<file path="src/rtl/mv_seq_pkg.sv">
// Shared opcodes, FSM state encoding and status-word layout for the
// matrix-vector sequencer.
package mv_seq_pkg;

    localparam logic [3:0] OP_SET_ROWS  = 4'h1;
    localparam logic [3:0] OP_SET_COLS  = 4'h2;
    localparam logic [3:0] OP_START     = 4'h3;
    localparam logic [3:0] OP_WRITE_VEC = 4'h4;
    localparam logic [3:0] OP_WRITE_MAT = 4'h5;
    localparam logic [3:0] OP_READ_RES  = 4'h6;
    localparam logic [3:0] OP_STATUS    = 4'h7;

    typedef enum logic [2:0] {
        IDLE,
        LOAD_VEC,
        LOAD_MAT,
        CLEAR,
        FEED,
        DRAIN,
        READ,
        STAT
    } state_t;

    localparam int STAT_DONE_BIT = 15;
    localparam int STAT_ERR_BIT  = 14;
    localparam int STAT_BUSY_BIT = 13;
    localparam int STAT_COLS_LSB = 0;

endpackage

</file>
<file path="src/rtl/mv_rsp_port.sv">
// One-deep response holding register. Memory reads are presented the cycle
// after the address, then latched so the word stays stable under back-pressure.
module mv_rsp_port (
    input  logic        clk,
    input  logic        rst_n,
    input  logic        rd_req,
    input  logic        st_req,
    input  logic [15:0] st_word,
    input  logic [15:0] mem_rdata,
    input  logic        rsp_ready,
    output logic        rsp_valid,
    output logic [15:0] rsp_data
);

    logic        from_mem;
    logic [15:0] hold;

    always_ff @(posedge clk or negedge rst_n) begin
        if (!rst_n) begin
            rsp_valid <= 1'b0;
            from_mem  <= 1'b0;
            hold      <= '0;
        end else begin
            if (rsp_valid && rsp_ready) begin
                rsp_valid <= 1'b0;
                from_mem  <= 1'b0;
            end else if (from_mem) begin
                // freeze the read word; the address moves away after this cycle
                hold     <= mem_rdata;
                from_mem <= 1'b0;
            end
            if (rd_req) begin
                rsp_valid <= 1'b1;
                from_mem  <= 1'b1;
            end else if (st_req) begin
                rsp_valid <= 1'b1;
                hold      <= st_word;
            end
        end
    end

    assign rsp_data = from_mem ? mem_rdata : hold;

endmodule

</file>
<file path="src/rtl/mv_seq_ctrl.sv">
// Command sequencer for the matrix-vector systolic array: loads operands,
// runs feed/drain, writes results back and serves result/status readback.
//   state    | meaning
//   IDLE     | decode host commands
//   LOAD_VEC | write rows vector words from VEC_BASE
//   LOAD_MAT | write rows*cols matrix words, column-major, after the vector
//   CLEAR    | one-cycle accumulator clear
//   FEED     | rows+cols-1 skewed feed cycles
//   DRAIN    | cols drain pulses plus one trailing result write
//   READ     | stream cols results to host
//   STAT     | present status word until accepted
module mv_seq_ctrl
    import mv_seq_pkg::*;
#(
    parameter int                ADDR_W    = 10,
    parameter int                WORD_W    = 16,
    parameter int                PE_NUM    = 64,
    parameter logic [ADDR_W-1:0] VEC_BASE  = 10'h00F,
    parameter logic [ADDR_W-1:0] RES_BASE  = 10'h300,
    parameter logic [ADDR_W-1:0] ZERO_ADDR = 10'h3FF
) (
    input  logic              clk,
    input  logic              rst_n,
    input  logic              cmd_valid,
    output logic              cmd_ready,
    input  logic [15:0]       cmd_data,
    output logic              rsp_valid,
    input  logic              rsp_ready,
    output logic [15:0]       rsp_data,
    output logic              mem_we,
    output logic [ADDR_W-1:0] mem_waddr,
    output logic [WORD_W-1:0] mem_wdata,
    output logic [ADDR_W-1:0] mem_raddr,
    input  logic [WORD_W-1:0] mem_rdata,
    output logic              arr_clear,
    output logic              feed_valid,
    output logic [ADDR_W-1:0] vec_addr,
    output logic [ADDR_W-1:0] mat_base,
    output logic              drain,
    input  logic [WORD_W-1:0] arr_result,
    output logic              busy
);

    state_t            state, state_nxt;
    logic [7:0]        rows, rows_nxt, cols, cols_nxt;
    logic              err, err_nxt, done, done_nxt;
    logic [15:0]       cnt, cnt_nxt;
    logic [7:0]        sub_r, sub_r_nxt, sub_c, sub_c_nxt;
    logic [ADDR_W-1:0] mat_acc, mat_acc_nxt;
    logic              ready_en;
    logic              rd_req, st_req;
    logic [15:0]       st_word;
    logic [3:0]        opcode;
    logic [7:0]        arg8;
    logic [15:0]       feed_last;
    logic              cmd_xfer, rsp_xfer;

    assign opcode    = cmd_data[15:12];
    assign arg8      = cmd_data[7:0];
    assign feed_last = 16'(rows) + 16'(cols) - 16'd2;
    assign cmd_xfer  = cmd_valid && ready_en;
    assign rsp_xfer  = rsp_valid && rsp_ready;
    assign busy      = (state != IDLE);

    always_comb begin
        st_word                       = '0;
        st_word[STAT_DONE_BIT]        = done;
        st_word[STAT_ERR_BIT]         = err;
        st_word[STAT_BUSY_BIT]        = 1'b0;
        st_word[STAT_COLS_LSB +: 8]   = cols;
    end

    always_ff @(posedge clk or negedge rst_n) begin
        if (!rst_n) begin
            state    <= IDLE;
            rows     <= 8'd1;
            cols     <= 8'd1;
            err      <= 1'b0;
            done     <= 1'b0;
            cnt      <= '0;
            sub_r    <= '0;
            sub_c    <= '0;
            mat_acc  <= ZERO_ADDR;
            ready_en <= 1'b0;
        end else begin
            state    <= state_nxt;
            rows     <= rows_nxt;
            cols     <= cols_nxt;
            err      <= err_nxt;
            done     <= done_nxt;
            cnt      <= cnt_nxt;
            sub_r    <= sub_r_nxt;
            sub_c    <= sub_c_nxt;
            mat_acc  <= mat_acc_nxt;
            ready_en <= 1'b1;
        end
    end

    always_comb begin
        state_nxt   = state;
        rows_nxt    = rows;
        cols_nxt    = cols;
        err_nxt     = err;
        done_nxt    = done;
        cnt_nxt     = cnt;
        sub_r_nxt   = sub_r;
        sub_c_nxt   = sub_c;
        mat_acc_nxt = mat_acc;
        cmd_ready   = 1'b0;
        mem_we      = 1'b0;
        mem_waddr   = '0;
        mem_wdata   = '0;
        mem_raddr   = ZERO_ADDR;
        arr_clear   = 1'b0;
        feed_valid  = 1'b0;
        vec_addr    = ZERO_ADDR;
        mat_base    = ZERO_ADDR;
        drain       = 1'b0;
        rd_req      = 1'b0;
        st_req      = 1'b0;

        case (state)
            IDLE: begin
                cmd_ready = ready_en;
                if (cmd_xfer) begin
                    cnt_nxt   = '0;
                    sub_r_nxt = '0;
                    sub_c_nxt = '0;
                    case (opcode)
                        OP_SET_ROWS: begin
                            if (arg8 == 8'd0 || int'(arg8) > PE_NUM) begin
                                err_nxt = 1'b1;
                            end else begin
                                rows_nxt = arg8;
                                done_nxt = 1'b0;
                            end
                        end
                        OP_SET_COLS: begin
                            if (arg8 == 8'd0 || int'(arg8) > PE_NUM) begin
                                err_nxt = 1'b1;
                            end else begin
                                cols_nxt = arg8;
                                done_nxt = 1'b0;
                            end
                        end
                        OP_START:     state_nxt = CLEAR;
                        OP_WRITE_VEC: state_nxt = LOAD_VEC;
                        OP_WRITE_MAT: state_nxt = LOAD_MAT;
                        OP_READ_RES: begin
                            if (done) state_nxt = READ;
                            else      err_nxt   = 1'b1;
                        end
                        OP_STATUS: begin
                            st_req    = 1'b1;
                            state_nxt = STAT;
                        end
                        default: err_nxt = 1'b1;
                    endcase
                end
            end
            LOAD_VEC: begin
                cmd_ready = ready_en;
                if (cmd_xfer) begin
                    mem_we    = 1'b1;
                    mem_waddr = VEC_BASE + cnt[ADDR_W-1:0];
                    mem_wdata = WORD_W'(cmd_data);
                    cnt_nxt   = cnt + 16'd1;
                    if (cnt == 16'(rows) - 16'd1) state_nxt = IDLE;
                end
            end
            LOAD_MAT: begin
                cmd_ready = ready_en;
                if (cmd_xfer) begin
                    mem_we    = 1'b1;
                    mem_waddr = VEC_BASE + ADDR_W'(rows) + cnt[ADDR_W-1:0];
                    mem_wdata = WORD_W'(cmd_data);
                    cnt_nxt   = cnt + 16'd1;
                    // row/col sub-counters find the end without forming rows*cols
                    if (sub_r == rows - 8'd1) begin
                        sub_r_nxt = '0;
                        sub_c_nxt = sub_c + 8'd1;
                        if (sub_c == cols - 8'd1) state_nxt = IDLE;
                    end else begin
                        sub_r_nxt = sub_r + 8'd1;
                    end
                end
            end
            CLEAR: begin
                arr_clear   = 1'b1;
                done_nxt    = 1'b0;
                cnt_nxt     = '0;
                mat_acc_nxt = VEC_BASE + ADDR_W'(rows);
                state_nxt   = FEED;
            end
            FEED: begin
                feed_valid  = 1'b1;
                if (cnt < 16'(rows)) vec_addr = VEC_BASE + cnt[ADDR_W-1:0];
                if (cnt < 16'(cols)) mat_base = mat_acc;
                mat_acc_nxt = mat_acc + ADDR_W'(rows);
                cnt_nxt     = cnt + 16'd1;
                if (cnt == feed_last) begin
                    cnt_nxt   = '0;
                    state_nxt = DRAIN;
                end
            end
            DRAIN: begin
                // result j arrives one cycle after drain pulse j
                if (cnt < 16'(cols)) drain = 1'b1;
                if (cnt != 16'd0) begin
                    mem_we    = 1'b1;
                    mem_waddr = RES_BASE + ADDR_W'(cnt - 16'd1);
                    mem_wdata = arr_result;
                end
                cnt_nxt = cnt + 16'd1;
                if (cnt == 16'(cols)) begin
                    done_nxt  = 1'b1;
                    state_nxt = IDLE;
                end
            end
            READ: begin
                if (!rsp_valid) begin
                    rd_req    = 1'b1;
                    mem_raddr = RES_BASE + cnt[ADDR_W-1:0];
                end
                if (rsp_xfer) begin
                    if (cnt == 16'(cols) - 16'd1) state_nxt = IDLE;
                    else                          cnt_nxt   = cnt + 16'd1;
                end
            end
            STAT: begin
                if (rsp_xfer) begin
                    err_nxt   = 1'b0;
                    state_nxt = IDLE;
                end
            end
            default: state_nxt = IDLE;
        endcase
    end

    mv_rsp_port u_rsp (
        .clk       (clk),
        .rst_n     (rst_n),
        .rd_req    (rd_req),
        .st_req    (st_req),
        .st_word   (st_word),
        .mem_rdata (16'(mem_rdata)),
        .rsp_ready (rsp_ready),
        .rsp_valid (rsp_valid),
        .rsp_data  (rsp_data)
    );

endmodule

</file>
<file path="config.mk">
export PLATFORM = sky130hd
export DESIGN_NAME = mv_seq_ctrl
export DESIGN_NICKNAME = d
export VERILOG_FILES = /design/src/rtl/mv_seq_pkg.sv /design/src/rtl/mv_rsp_port.sv /design/src/rtl/mv_seq_ctrl.sv
export SDC_FILE = /design/constraint.sdc
export NUM_CORES = 1
export LEC_CHECK = 0
export CORE_ASPECT_RATIO = 1.1
export CORE_MARGIN = 2
export CORE_UTILIZATION = 56
export CTS_BUF_LIST = sky130_fd_sc_hd__clkbuf_8
export CTS_CLUSTER_SIZE = 10
export DETAILED_ROUTE_END_ITERATION = 6
export MAX_ROUTING_LAYER = met4
export PLACE_DENSITY = 0.84
export REMOVE_ABC_BUFFERS = 1
export SLEW_MARGIN = 20
export SYNTH_ARGS = -nofsm -noshare
export SYNTH_HDL_FRONTEND = slang
export SYNTH_SLANG_ARGS = --single-unit
</file>
<file path="constraint.sdc">
create_clock -name clk -period 4.5 [get_ports clk]
set_input_delay 0.45 -clock clk [delete_from_list [all_inputs] [get_ports clk]]
set_output_delay 0.45 -clock clk [all_outputs]
set_load 0.02 [all_outputs]
</file>
After elaboration in Yosys (flattened, before gate mapping)
Index checks and enable logic that the tools add are counted.
W data, S select, Z words.
{ "classes": {"n_addsub": 16, "order_cmp": 3, "n_eq_ne": 40, "n_mux": 72, "bitwise": 1, "n_reduce_logical": 25} }
{ "ops": {"columns": ["op", "count"], "rows": [
  ["$mux W16", 11],
  ["$pmux W16 S6", 1],
  ["$mux W10", 9],
  ["$eq A16 B16 Y1", 3],
  ["$mux W8", 5],
  ["$mux W3", 12],
  ["$lt A16 B8 Y1", 2],
  ["$pmux W16 S2", 1],
  ["$pmux W8 S2", 2],
  ["$ne A2 B2 Y1 const B", 15],
  ["$pmux W10 S3", 1],
  ["$pmux W3 S8", 1],
  ["$mux W1", 23],
  ["$add A10 B10 Y10 const A", 2],
  ["$pmux W10 S2", 1],
  ["$sub A8 B1 Y9 const B", 2],
  ["$add A16 B1 Y16 const B", 1],
  ["$add A8 B1 Y8 const B", 2],
  ["$eq A16 B8 Y1", 1],
  ["$eq A4 B3 Y1 const B", 4],
  ["$eq A8 B8 Y1", 2],
  ["$reduce_bool A16 Y1", 1],
  ["$sub A8 B1 Y8 const B", 2],
  ["$pmux W3 S5", 1],
  ["other kinds (34)", 52]
]} }
{ "totals": {"ff_bits": 82, "elab_cells": 170} }

Depth between registers and ports, before layout
Gate-level depths: netlist of run 1.
{ "depth": {"word_depth": 6, "ltp_mapped": 15, "mapped_depth_nobuf": 14} }

Cells and area by module
Synthesis of run 1 repeated with hierarchy kept, for this count alone.
{ "unflattened": {"cells_unflattened": 937, "area_unflattened_um2": 7763.7} }
{ "by_module_without_submodules": {"columns": ["mod", "instances", "cells_per_inst", "area_each_um2", "seq_area_each_um2"], "rows": [
  ["mv_seq_ctrl", 1, 824, 6716.4, 1616.6],
  ["mv_rsp_port", 1, 113, 1047.3, 450.4]
]} }

Worst setup path after synthesis of run 1
OpenSTA, ideal clock, no wires.
{ "synth_path": {"path_kind": "flip-flop to flip-flop", "startpoint": "register rows[4]", "endpoint": "register cnt[9]", "t_arrival_ns": 3.148, "required_ns": 4.374, "slack_ns": 1.226, "stages_incl_launch_ff": 15, "synth_period_minus_slack_ns": 3.274, "cell_sequence": "dfrtp_1 clkbuf_1 inv_1 ha_1 inv_1 ha_1 or2_2 o211ai_1 a21oi_1 a211oi_1 nand4_1 a21oi_4 clkbuf_1 nor2_1 a221o_1"} }
{ "synth_via": {"elab_chain_cells": 5} }
{ "synth_rtl": {"columns": ["element", "line_no", "text"], "rows": [
  ["start: declaration", "mv_seq_ctrl.sv:45", "logic [7:0] rows, rows_nxt, cols, cols_nxt;"],
  ["start signal: assignment", "mv_seq_ctrl.sv:87", "rows <= rows_nxt;"],
  ["$add A8 B8 Y9", "mv_seq_ctrl.sv:60", "assign feed_last = 16'(rows) + 16'(cols) - 16'd2;"],
  ["$sub A9 B2 Y10", "mv_seq_ctrl.sv:60", null],
  ["$eq A16 B16 Y1", "mv_seq_ctrl.sv:201", "if (cnt == feed_last) begin"],
  ["$mux W16", "mv_seq_ctrl.sv:201", null],
  ["$pmux W16 S6", "mv_seq_ctrl.sv:122", "case (state)"],
  ["end signal: assignment", "mv_seq_ctrl.sv:91", "cnt <= cnt_nxt;"],
  ["end: declaration", "mv_seq_ctrl.sv:47", "logic [15:0] cnt, cnt_nxt;"]
]} }
Every way passes these cells.
A chain may end at the register's enable or synchronous reset.

Worst setup path in the final report of run 1
{ "layout_path": {"startpoint": "register rows[0]", "endpoint": "output port mem_waddr[8]"} }
{ "layout_via": {"elab_chain_cells": 4} }
{ "layout_rtl": {"columns": ["element", "line_no", "text"], "rows": [
  ["$add A4 B8 Y9", "mv_seq_ctrl.sv:175", "mem_waddr = VEC_BASE + ADDR_W'(rows) + cnt[ADDR_W-1:0];"],
  ["$add A10 B10 Y10", "mv_seq_ctrl.sv:175", null],
  ["$mux W10", "mv_seq_ctrl.sv:173", "if (cmd_xfer) begin"],
  ["$pmux W10 S3", "mv_seq_ctrl.sv:122", null],
  ["end: declaration", "mv_seq_ctrl.sv:31", "output logic [ADDR_W-1:0] mem_waddr,"]
]} }
Every way passes these cells.

==> summary.txt, run 1 <==
CTS
  • Number of sinks handled by clock tree synthesis: 82
  • Cts bufs inserted: 9
  • Maximum buffer depth of the clock tree: 2
  • Clock tree from TritonCTS: yes
  • CTS H-tree depth: 3
  • Clock-pin slew on the worst setup and hold paths: 0.10 ns
  • Worst-Skew Late Latency: around 0.4 ns
  • Cell at the root of the clock tree: sky130_fd_sc_hd__clkbuf_8

Yosys
  • Number of synthesized register bits: 82
  • Cell types with the largest area share after synthesis: sky130_fd_sc_hd__dfrtp_1 (23%), sky130_fd_sc_hd__ha_1 (9.4%), sky130_fd_sc_hd__xnor2_1 (5.9%)
  • Cell with the most instances after synthesis: sky130_fd_sc_hd__nand2_1
  • Mean instance size in the synthesized netlist: 8.382 µm²
  • Async set-reset flop share out of synthesis: 100.0%
  • Most instantiated flip-flop cell in the synthesis netlist: sky130_fd_sc_hd__dfrtp_1
  • Most frequent cells after synthesis: sky130_fd_sc_hd__nand2_1 (76), sky130_fd_sc_hd__dfrtp_1 (70), sky130_fd_sc_hd__nor2_1 (69)
  • Number of distinct standard cells referenced by the synthesized netlist: 73
  • Gate count of the mapped netlist: 910
  • Post-synth EDFFs: 0
  • Portion of the post-synthesis area used by sequential elements: 27.10%
  • Post-synth design cell area: 0.007627 mm²
  • Leading area contributor after synthesis: sky130_fd_sc_hd__dfrtp_1
  • Warnings, synthesis: 0
  • Share of the synthesized area in the top cell type: 22.97%

Placement
  • Count of buffers inserted at the top-level ports: 130
  • Final weighted congestion of routability-driven global placement: 0.9855
  • Total placed cells including tap cells: 1189
  • Detailed Place HPWL: 16960 µm
  • Post-DP Area: 0.009057 mm²

Min path
  • Worst Hold End: mat_acc[9]
  • Min-Delay Path Class: reg -> reg
  • Worst hold start: mat_acc[9]
  • Min-Delay Path Depth: 2

Pwr
  • Portion of total power attributed to the clock network: 12.2%
  • Leak: approximately 4.0 nW
  • Power density relative to cell area: around 500 mW/mm²
  • Net switching share of the total power: 46.41%
  • Internal power: approximately 0.0025 W
  • Peak VDD IR: 0.2989 mV
  • Switching component of the power: 0.002133 W
  • Part of the total power dissipated in sequential elements: a little over a quarter
  • Combinational fraction of design power: 61.5%

STA
  • Slew at the pin with the worst max-slew slack: 0.8524 ns
  • Setup Total Neg Slack: 0 ns
  • Share of the cycle needed by the critical path after routing: 94.75%
  • RSZ-0062 raised after global routing: false
  • Max Fclk: 0.2345 GHz
  • Worst hold slack across all endpoints: 0.4852 ns
  • Final Max Slew Viols: 0
  • Clock tree skew after final layout: ~0.015 ns
  • Number of setup violations in the final report: 0
  • Slew HR: 43.01%
  • Post-layout min period: 4.264 ns
  • Hold violation total from the final report: 0

Floorplan
  • Core ar.: between 0.01 and 0.015 mm²
  • Initial cell density of the core: 57.49%
  • Horizontal die dimension: 115.3 µm
  • Top-Level Pins: 131
  • Floorplan die area: 0.01457 mm²
  • Std-Cell Rows: between 40 and 50
  • Chip Height: 126.4 µm

Final layout
  • Cell area after layout: 0.009270 mm²
  • Number of cells in the finished layout apart from fillers: 1206
  • Share of layout cells above drive strength 1: 9.295%
  • Antenna diode count: 0
  • Area growth from synthesis to final layout: 21.54%
  • Post-layout net count: about 1100
  • Util after Layout: between 60% and 70%
  • Filler cell count: between 1000 and 1500

Routing
  • First drt pass iteration count: 5
  • Vias post-DR: between 7000 and 8000
  • Antenna Nets Post-Route: 0
  • Starting DRT DRC Count: 599
  • Detail-routed net length per standard cell: 18.73 µm
  • Routed wire length: about 23000 µm
  • Detailed-route vias per instance: 6.113
  • Total DRC errors in the routed layout: 0

GRT
  • Pin count of the biggest net entering global routing: between 50 and 60
  • Wire length of the first global-routing pass: 35980 µm
  • Number of global-route vias before repair: around 7000
  • Grt total ovfl: 0
  • Overall routing resource usage: 32.20%
  • Number of antenna violations at the first check in global routing: 0

Worst setup path
  • Crit path max fanout: 9
  • Required time reported for the critical path endpoint: roughly 4.1 ns
  • Type of the worst setup path: reg -> out
  • Endpoint of the lowest-slack register-to-register path: state[1]
  • Minimum setup slack among reg-to-reg paths: 0.69 ns
  • Crit start category: flip-flop
  • Worst r2r path cells: 11
  • Category of the worst setup path capture point: output port
  • Critical Path AT: 3.81 ns
  • Beginning of the worst register-to-register path: rows[3]

Run status
  • Run status: completed

Run
  • Max-capacitance violation count: 0
==> flip-flops by register name (all words and copies together) (netlist names), 3 cells and up <==
register and count:
cols 8, mat_acc 10, state 3, rows 8, u_rsp.hold 16, sub_c 8, sub_r 8, cnt 16
==> metal layers <==
| layer | GRT usage [%] | part of all wire, % | vias to the layer above |
|---|---|---|---|
| met4 | 13.96 | 3.4 | 0 |
| li1 | - | - | 3468 |
| met2 | 50.62 | 48 | 324 |
| met1 | 40.63 | 42 | 3520 |
| met3 | 5.829 | 6.7 | 60 |
| met5 | - | 0 | - |
==> timing repair <==
| action | 4_1_cts | 5_1_grt |
|---|---|---|
| endpoints found under the hold margin | 27 | 0 |
| hold buffers | 1 | 0 |
| setup endpoints to repair | 0 | 1 |
| gates resized for setup | 0 | 2 |
| buffers inserted | 0 | 0 |
==> power by group through the flow <==
stage / Clock (W) / Sequential [W] / Combinational, W
after floorplan: 0 / 0.00113 / 0.00188
after global placement: 0 / 0.00120 / 0.00273
after detailed placement: 0 / 0.00121 / 0.00278
after CTS: 0.000564 / 0.00120 / 0.00280
after global routing: 0.000596 / 0.00123 / 0.00307
final: 0.000560 / 0.00121 / 0.00283
==> area by class of cell <==
| class | count | area [µm²] | share of cell area, % |
|---|---|---|---|
| Timing Repair Buffer | 147 | 1431 | 15.44 |
| Multi-Input combinational cell | 724 | 5149 | 55.54 |
| Clock buffer | 9 | 123.9 | 1.336 |
| Inverter | 53 | 198.9 | 2.146 |
| Clock inverter | 7 | 70.07 | 0.7558 |
| Sequential cell | 82 | 2067 | 22.30 |
| Tap cell | 184 | 230.2 | 2.483 |
==> worst max-delay path: stages (launching register included) <==
cell and delay (ns):
sky130_fd_sc_hd__dfstp_2 0.65, sky130_fd_sc_hd__inv_1 0.09, sky130_fd_sc_hd__ha_1 0.23, sky130_fd_sc_hd__xor2_1 0.28, sky130_fd_sc_hd__ha_1 0.34, sky130_fd_sc_hd__a21oi_1 0.16
sky130_fd_sc_hd__o21bai_1 0.11, sky130_fd_sc_hd__a21o_1 0.18, sky130_fd_sc_hd__a21o_1 0.19, sky130_fd_sc_hd__a31oi_1 0.24, sky130_fd_sc_hd__xor2_1 0.10, sky130_fd_sc_hd__o221ai_1 0.17
sky130_fd_sc_hd__clkdlybuf4s50_1 0.66
==> layout by cell type (no fill, tap or decap), drive strengths merged, types with 5 or more instances in the layout <==
master	n
nor4	10
nor2b	20
and3	11
or2	13
o211ai	8
nor3	19
a21o	8
ha	57
o22ai	6
nand2	77
inv	53
clkdlybuf4s50	128
nand2b	15
clkbuf	9
mux2	37
a22o	29
clkinv	6
xnor2	51
nand3	36
xor2	24
o31ai	9
a21oi	50
nor2	71
o21a	9
buf	17
dfstp	12
nand4	17
mux2i	17
a2111oi	5
and2	10
dfrtp	70
o21ai	51
==> metrics by stage <==
stage | total power [W] | setup slack, ns
after detailed placement | 0.003991 | 0.6805
after floorplan | 0.003008 | 1.286
final | 0.004596 | 0.2363
after CTS | 0.004565 | 0.2214
after global routing | 0.004898 | 0.03478
after global placement | 0.003923 | 0.7639
==> cells by family (layout without fill, tap and decap cells) <==
group,after synthesis,in the layout,synth area share [%]
muxes,54,54,7.694
and+or+nand+nor,322,322,21.62
xor gates and xnor gates,76,76,8.907
AOI/OAI and AO/OA,211,211,19.01
other,1,1,0.04917
DFF,82,82,27.10
buffers and inverters,104,216,5.479
adders and majority gates,60,60,10.14
==> worst max path at each step <==
stage | start | to | slack [ns] | cells after the start
2_1_floorplan | rows[0] | mem_waddr[9] | 1.29 | 12
3_3_place_gp | rows[1] | mem_waddr[9] | 0.76 | 12
3_5_place_dp | rows[1] | mem_waddr[9] | 0.68 | 12
4_1_cts | rows[1] | mem_waddr[9] | 0.22 | 12
5_1_grt | rows[0] | mem_waddr[8] | 0.03 | 12
6_report | rows[0] | mem_waddr[8] | 0.24 | 12
No activity file was read; power rests on OpenSTA's default activity.
==> inputs of run 2 (changes only) <==
Settings changed: CORE_ASPECT_RATIO 1.1 to not set, CORE_MARGIN 2 to 1.5, CORE_UTILIZATION 56 to 55, PLACE_DENSITY 0.84 to 0.82.
==> run 2 against run 1 <==
Effect of this change:
- setup slack lost 0.027 ns
- critical path type unchanged
- clock power grew 6.4%
- sequential power is essentially flat
- largest cell class unchanged
- core utilization shrank 0.80 points
- fmax shrank 0.63%
- critical endpoint is now mem_waddr[9]
- sequential cell count is the same
- cell area shrank 0.16%
- sequential share of layout area is essentially flat
==> summary.txt, run 2 (synthesis results as in run 1) <==
Run status
  • Run status: completed

Worst setup path
  • Category of the worst setup path capture point: output port
  • Cell with the most instances on the worst path: sky130_fd_sc_hd__a21oi_1
  • Cell chain of the critical path: inv_1 -> ha_1 -> inv_1 -> ha_1 -> a21o_1 -> a21oi_1 -> o21bai_1 -> a21oi_1 -> nand2b_1 -> a21oi_1 -> mux2i_1 -> o21ai_0 -> clkdlybuf4s50_1
  • Slowest cell on crit path: sky130_fd_sc_hd__dfstp_2
  • Worst r2r path cells: 14
  • Critical Path AT: 3.84 ns
  • Crit start category: flip-flop
  • Minimum setup slack among reg-to-reg paths: 0.78 ns
  • Type of the worst setup path: reg -> out
  • Crit path max fanout: 9
  • Endpoint of the lowest-slack register-to-register path: cnt[9]
  • Largest stage delay, worst path: 0.68 ns
  • Required time reported for the critical path endpoint: between 4 and 5 ns
  • Beginning of the worst register-to-register path: rows[1]

STA
  • Hold violation total from the final report: 0
  • Post-layout min period: 4.291 ns
  • Clock tree skew after final layout: 0.01335 ns
  • Final Max Slew Viols: 0
  • Setup Total Neg Slack: 0 ns
  • RSZ-0062 raised after global routing: false
  • Number of setup violations in the final report: 0
  • Max Fclk: 0.2331 GHz
  • Share of the cycle needed by the critical path after routing: a little over nine tenths
  • Slew at the pin with the worst max-slew slack: 0.8952 ns
  • Slew HR: 39.86%

CTS
  • Clock tree from TritonCTS: yes
  • Clock-pin slew on the worst setup and hold paths: about 0.1 ns
  • Maximum buffer depth of the clock tree: 2
  • Cell at the root of the clock tree: sky130_fd_sc_hd__clkbuf_8
  • Cts bufs inserted: 9
  • Setup bufs post-CTS: 0
  • Number of sinks handled by clock tree synthesis: 82
  • Worst-Skew Late Latency: 0.40 ns
  • Number of buffers inserted for hold repair after clock tree synthesis: 0
  • CTS H-tree depth: 3

Placement
  • Final weighted congestion of routability-driven global placement: between 0.9 and 1
  • Total placed cells including tap cells: 1179
  • Count of buffers inserted at the top-level ports: 130
  • Detailed Place HPWL: 16880 µm
  • Post-DP Area: 0.009032 mm²

Final layout
  • Post-layout net count: 1126
  • Commonest cells after routing, fill and taps aside: sky130_fd_sc_hd__clkdlybuf4s50_1 (129), sky130_fd_sc_hd__nand2_1 (76), sky130_fd_sc_hd__dfrtp_1 (70), sky130_fd_sc_hd__nor2_1 (69), sky130_fd_sc_hd__ha_1 (57)
  • Share of layout cells above drive strength 1: 9.225%
  • Most common cell after layout, fill and taps aside: sky130_fd_sc_hd__clkdlybuf4s50_1
  • Largest registers in the final layout: cnt: 16 flops, u_rsp.hold: 16 flops, mat_acc: 10 flops
  • Number of cells in the finished layout apart from fillers: between 1000 and 1500
  • Cell area after layout: 0.009255 mm²
  • Area growth from synthesis to final layout: 21.34%
  • Antenna diode count: 0

Floorplan
  • Initial cell density of the core: a little under three fifths
  • Floorplan die area: about 0.015 mm²
  • Horizontal die dimension: between 100 and 150 µm
  • Top-Level Pins: about 130
  • Core ar.: 0.01340 mm²
  • Std-Cell Rows: 42
  • Chip Height: 120.8 µm

GRT
  • Wire length of the first global-routing pass: 36330 µm
  • Layer with the highest usage after global routing: met2
  • Overall routing resource usage: 32.56%
  • GRT met2 Usage: 51.78%
  • Met3 capacity usage during global routing: under 10%
  • Pin count of the biggest net entering global routing: 83
  • Number of antenna violations at the first check in global routing: 0
  • GRT met1 Usage: between 40% and 50%
  • Grt total ovfl: 0
  • Number of global-route vias before repair: 7141

Routing
  • Vias post-DR: ~7500
  • Total DRC errors in the routed layout: 0
  • Antenna Nets Post-Route: 0
  • Detail-routed net length per standard cell: 18.84 µm
  • Starting DRT DRC Count: 705
  • First drt pass iteration count: 6
  • Routed wire length: 22520 µm
  • Detailed-route vias per instance: just over 6

Pwr
  • Leak: ~4 nW
  • Portion of total power attributed to the clock network: 13.0%
  • Peak VDD IR: 0.3540 mV
  • Switching component of the power: approximately 0.0021 W
  • Power density relative to cell area: 496.9 mW/mm²
  • Part of the total power dissipated in sequential elements: 26.0%
  • Internal power: 0.002492 W
  • Net switching share of the total power: 45.82%
  • Combinational fraction of design power: 61.1%

Run
  • Max-capacitance violation count: 0

Min path
  • Min-Delay Path Class: in -> async
-- run 2: worst max-delay path, delay by kind of cell (launching register included) --
kind,cells,cell delay [ns]
adder cells (fa/ha/maj),2,0.70
buffers and inverters,3,0.82
AND/OR/NAND/NOR,1,0.16
multiplexers,1,0.14
flip-flops,1,0.68
AO/OA/AOI/OAI,6,0.95
-- run 2: cell type report --
| type | count | area (µm²) |
|---|---|---|
| clock inverter | 5 | 61.31 |
| tap | 176 | 220.2 |
| clock buffer | 11 | 151.4 |
| inverter | 53 | 198.9 |
| multi-input combinational | 724 | 5149 |
| timing repair buffer | 144 | 1408 |
| fill | 1114 | 4145 |
| sequential | 82 | 2067 |
-- run 2: what timing repair did --
action,4_1_cts,5_1_grt
hold endpoints to repair,0,0
endpoints found under the setup margin,0,1
resized for setup,0,1
-- run 2: per-layer routing --
| metal | wire length [µm] | vias to the layer above |
|---|---|---|
| met3 | 1974 | 48 |
| met4 | 562 | 0 |
| met5 | 0 | - |
| li1 | - | 3459 |
| met2 | 10630 | 384 |
| met1 | 9347 | 3563 |
-- run 2: how the worst max path moves through the flow --
stage	slack (ns)	endpoint	startpoint	depth (start not counted)
after floorplan	1.29	mem_waddr[9]	rows[0]	12
after global placement	0.76	mem_waddr[8]	rows[1]	11
after detailed placement	0.67	mem_waddr[8]	rows[1]	11
after CTS	0.23	mem_waddr[8]	rows[1]	11
after global routing	0.03	mem_waddr[8]	rows[0]	12
final	0.21	mem_waddr[9]	rows[0]	13
-- run 2: power by group through the flow --
stage                     clock network (W)  registers (W)  logic, W
after floorplan                           0        0.00113   0.00188
after detailed placement                  0        0.00120   0.00277
after global placement                    0        0.00119   0.00272
final                              0.000596        0.00120   0.00281
after global routing               0.000631        0.00123   0.00305
after CTS                          0.000599        0.00119   0.00278
-- run 2: stage by stage --
stage               power, W  hold WS (ns)  worst slack (ns)  util [%]
floorplan           0.003008        0.1544             1.286         -
global route        0.004905        0.1668           0.03011     69.07
finish              0.004599        0.1101            0.2092     69.07
CTS                 0.004573        0.2826            0.2328     68.99
global placement    0.003918        0.4668            0.7633     67.40
detailed placement  0.003974        0.4741            0.6719     67.40
==> RTL edit 1 (settings of run 2) <==
`WORD_W`: 16 -> 14.
--- a/src/rtl/mv_seq_ctrl.sv
+++ b/src/rtl/mv_seq_ctrl.sv
@@ -14,5 +14,5 @@
 #(
     parameter int                ADDR_W    = 10,
-    parameter int                WORD_W    = 16,
+    parameter int                WORD_W    = 14,
     parameter int                PE_NUM    = 64,
     parameter logic [ADDR_W-1:0] VEC_BASE  = 10'h00F,
Interface: changed (resized arr_result, mem_rdata and mem_wdata); port bits go from 131 to 125. The function was not compared with the original's and may differ.
==> RTL edit 1 against run 2 <==
The run now ends with hold timing left; cell area shrank 1.7%; clock skew shrank 0.0027 ns; highest routed layer unchanged; sequential cell count is the same; synthesized area shrank 1.4%; routed wire length shrank 1.9%; first-iteration DRC count shrank 9.8%; setup slack lost 0.039 ns.
Power is left out: it rests on default switching activity, and per cell area and clock period it moved more than threefold.
==> RTL edit 1: results (changes against run 2) <==
- Max_slew headroom: 43.4% (+3.5 points)
- Ranking of synthesized cells by area: dfrtp_1 23%, ha_1 9.5%, xnor2_1 6.3%, nand2_1 5.0%, mux2_2 4.8%
- Synth cell count leaders: 101 x nand2_1, 70 x dfrtp_1, 64 x nor2_1, 57 x ha_1, 56 x inv_1
- Hold Path Class: in2async
- Drt first pass iters: 7 (+1)
- Initial antenna violation count: 0 (unchanged)
- Critical path peak fanout: 9 (unchanged)
- Total GRT Usage: 32.0% (-0.61 points)
- YS warnings: 0 (unchanged)
- Fillers: 1133 (+1.7%)
- CTS Root Cell: clkbuf_8
- Final Hold Viols: 2 (+2)
- Remaining DRCs: 0 (unchanged)
- Seq/Total Area, Yosys: 27.5% (+0.38 points)
- Biggest regs: cnt: 16 flops, u_rsp.hold: 16 flops, mat_acc: 10 flops
- Clock transition at path regs: 0.09 ns
- Crit path max-delay cell type: dfstp_2
- Layout Skew: 0.0107 ns (-0.00269 ns)
- CP arrival: 3.88 ns (+0.04 ns)
- Asr flop ratio synth: 100% (unchanged)
- Worst hold slack: -0.000694 ns (-0.111 ns)
- H-tree depth: 3 (unchanged)
- IO Port Bufs: 124 (-4.6%)
- Diodes inserted: 0 (unchanged)
- Largest net degree at the start of global routing: 52 (-37%)
- Violated checks: hold timing
- DP Wirelength: 16500 um (-2.5%)
- Final Max Tran Viols: 0 (unchanged)
- Status: finished with violations
- First-pass GRT wire length: 35300 um (-2.8%)
- Vias in the first global route: 6876 (-3.7%)
- Biggest cell delay along the critical path: 0.65 ns (-0.03 ns)
- Routed WL per cell: 18.5 um (-1.7%)
- Num CTS Buffers: 9 (unchanged)
- Distinct cell type count after synthesis: 83 (+14%)
- Layout cell share with drive strength beyond 1: 10.6% (+1.4 points)
- Gpl congestion: 0.930 (-4.1%)
- Fin nets: 1119 (-0.62%)
- 1st-iter DRT viols: 636 (-9.8%)
- Dominant delay contributor by cell family on the critical path: compound AO/OA/AOI/OAI gates
- Clk Latency, worst-skew pair: 0.39 ns
- Clock buffer depth: 2 (unchanged)
- Placed cell area: 0.00890 mm^2 (-1.4%)
- Setup Fix Bufs, Post-CTS: 0 (unchanged)
- CTS resizes: 1 (+1)
- DR vias: 7278 (-2.4%)
RTL edit 1: layout make-up:
class	count	share of cell area, %
Multi-Input combinational cell	717	55.1
Clock buffer	9	1.36
Tap cell	176	2.42
Timing Repair Buffer	143	15.2
Inverter	58	2.39
Sequential cell	82	22.7
Clock inverter	7	0.825
RTL edit 1: logic make-up after synthesis:
logic type,count (synthesis),synth area share [%]
compound gates,211,19.3
xor+xnor,82,9.75
fa+ha+maj,60,10.3
buf+inv,111,5.89
flops,82,27.5
mux,37,5.49
other cells,1,0.0499
simple gates,326,21.7
RTL edit 1: stage by stage:
stage	std cells	worst slack (ns)	utilization, %
after global routing	1192	0.0116	68.5
after global placement	1176	0.570	67.0
after detailed placement	1176	0.420	67.0
after floorplan	857	0.903	-
final	1192	0.170	68.5
after CTS	1192	0.226	68.5
RTL edit 1: routing by layer:
layer / GRT usage, % / up-vias / wire [um]
li1: - / 3439 / -
met1: 42.0 / 3502 / 9570
met2: 50.4 / 298 / 10500
met3: 4.75 / 39 / 1570
met4: 11.3 / 0 / 481
met5: - / - / 0
RTL edit 1: worst paths after layout:
check / depth (start not counted) / slack (ns) / end / from
worst min register to register: 2 / 0.50 / mat_acc[9]$_DFFE_PN1P_ / mat_acc[9]$_DFFE_PN1P_
min in group clk: 2 / 0.50 / mat_acc[9]$_DFFE_PN1P_ / mat_acc[9]$_DFFE_PN1P_
worst max register to register: 13 / 0.75 / cnt[6]$_DFFE_PN0P_ / rows[2]$_DFFE_PN0P_
worst min-delay path: 1 / -0.0007 / cnt[3]$_DFFE_PN0P_ / rst_n
worst max-delay path: 13 / 0.17 / mem_waddr[8] / rows[0]$_DFFE_PN1P_
max in group asynchronous: 2 / 3.50 / cols[2]$_DFFE_PN0P_ / rst_n
==> RTL edit 2 (settings of run 2) <==
Made on the original files. The 8 states of `state_t` get a one-hot encoding in 8 bits.
--- a/src/rtl/mv_seq_pkg.sv
+++ b/src/rtl/mv_seq_pkg.sv
@@ -11,13 +11,13 @@
     localparam logic [3:0] OP_STATUS    = 4'h7;
 
-    typedef enum logic [2:0] {
-        IDLE,
-        LOAD_VEC,
-        LOAD_MAT,
-        CLEAR,
-        FEED,
-        DRAIN,
-        READ,
-        STAT
+    typedef enum logic [7:0] {
+        IDLE     = 8'b00000001,
+        LOAD_VEC = 8'b00000010,
+        LOAD_MAT = 8'b00000100,
+        CLEAR    = 8'b00001000,
+        FEED     = 8'b00010000,
+        DRAIN    = 8'b00100000,
+        READ     = 8'b01000000,
+        STAT     = 8'b10000000
     } state_t;
 
Behaviour: no difference found for any inputs over 4 cycles, from zero or initial values and one cycle with rst_n low; so few cycles prove little.
==> RTL edit 2 against run 2 <==
Core utilization about the same; synthesized cell count up 2.0%; synthesized area grew 3.4%; total power is 20% lower; clock power is 3% higher; routed wire length increased by 3.5%; setup slack gained 0.036 ns; sequential cell count grew 5; cell area up 3.9%; die area grew 3.3%; critical path depth stayed put; clock skew rose by 0.0039 ns; sequential power fell by 10%; critical endpoint is now mem_waddr[8]; largest cell class unchanged; largest power group unchanged.
==> RTL edit 2: results (changes against run 2) <==
- DP Wirelength: 17900 um (+5.8%)
- Fillers: 1152 (+3.4%)
- Biggest cell delay along the critical path: 0.66 ns (-0.02 ns)
- Final cell count without fillers: 1233 (+3.2%)
- Status: finished, final reports clean
- Post-Syn Instances: 928 (+2.0%)
- First-pass GRT wire length: 37000 um (+1.8%)
- Multi-input gate area: 0.00529 mm^2 (+2.8%)
- Adder-cell share of the synthesized area: 10.1% (-0.079 points)
- CP arrival: 3.80 ns (-0.04 ns)
- Vias in the first global route: 7242 (+1.4%)
- Pre-CTS WS: 0.387 ns (-0.285 ns)
- 1st-iter DRT viols: 665 (-5.7%)
- Non-clk buf share: 15.5% (+0.32 points)
- Reg2reg setup slack: 0.36 ns (-0.42 ns)
- Post-Route M1 WL: 9990 um (+6.9%)
- Reg2reg end: state[1]$_DFFE_PN0P_
- Distinct cell type count after synthesis: 81 (+11%)
- Vias per inst: 6.10 (-2.3%)
- Total GRT Usage: 32.8% (+0.26 points)
- Placed cell area: 0.00938 mm^2 (+3.9%)
- Ranking of synthesized cells by area: dfrtp_1 23%, ha_1 9.0%, xnor2_1 7.3%, nand2_1 4.7%, dfstp_2 4.3%
- Layout Skew: 0.0172 ns (+0.00389 ns)
- Clock-cell share: 2.22% (-0.074 points)
- Complex-gate fraction of the synthesized area: 18.0% (-1.0 points)
- Switching power: 1.59 mW (-25%)
- WL met3: 1940 um (-1.8%)
- GRT met1 Usage: 42.1% (-0.57 points)
- CP Capture Point: mem_waddr[8]
- Repair and plain buffers: 155 (+7.6%)
- GR met3 Demand/Resource: 7.06% (+2.7 points)
- Clock buffer cells: 10 (-1)
- Largest net degree at the start of global routing: 53 (-36%)
- Seq/Total Area, Yosys: 27.8% (+0.71 points)
- Clock buffer depth: 2 (unchanged)
- Synth cell count leaders: 99 x nand2_1, 74 x dfrtp_1, 66 x xnor2_1, 62 x nor2_1
- Layout cell share with drive strength beyond 1: 10.8% (+1.6 points)
- FF-to-FF path depth: 14 (unchanged)
- Multiplexer share of the synthesized area: 5.46% (-2.2 points)
- LEAKAGE: 4.19 nW (+4.8%)
- Worst vdd ir: 0.000205 V (-42%)
- Worst hold slack: 0.521 ns (+0.411 ns)
- Tap cells: 180 (+2.3%)
- Count of multi-input gates: 742 (+2.5%)
- WL met2: 10300 um (-2.7%)
- Gpl congestion: 0.977 (+0.69%)
- Layout Area Growth over Synthesis: 22.0%
- XOR/XNOR Fraction of Synth Area: 11.3% (+2.4 points)
- Max_slew headroom: 37.0% (-2.8 points)
- Drt first pass iters: 5 (-1)
- F_max: 235 MHz (+0.86%)
- Routed WL per cell: 18.9 um (+0.31%)
- Clock tree sinks: 87 (+6.1%)
- GR Util met2: 49.3% (-2.5 points)
- Dominant delay contributor by cell family on the critical path: compound AO/OA/AOI/OAI gates
==> RTL edit 2: changes by cell type in the layout (fill, tap and decap cells not counted), sizes merged, moves of 10 or more <==
cell	before	now
nand2	77	99
nor3	19	34
xnor2	51	66
a22o	29	17
nand3	36	24
mux2	37	26
a21oi	50	40
buf	15	25
==> RTL edit 2: power groups by stage <==
| stage | clock network (mW) | logic, mW | registers [mW] |
|---|---|---|---|
| floorplan | 0 | 1.32 | 1.05 |
| global placement | 0 | 1.92 | 1.08 |
| detailed placement | 0 | 1.95 | 1.09 |
| CTS | 0.624 | 1.96 | 1.07 |
| global route | 0.656 | 2.15 | 1.09 |
| finish | 0.613 | 1.98 | 1.08 |
==> RTL edit 2: worst min-delay path: stages, from the launching register on <==
cell and delay [ns]:
dfrtp_1 0.38, nand2_1 0.06, a21oi_1 0.05
==> RTL edit 2: timing repair <==
item / 4_1_cts / 5_1_grt
setup endpoints to repair: 0 / 2
endpoints found under the hold margin: 5 / 0
hold buffers: 1 / 0
resized for setup: 0 / 3
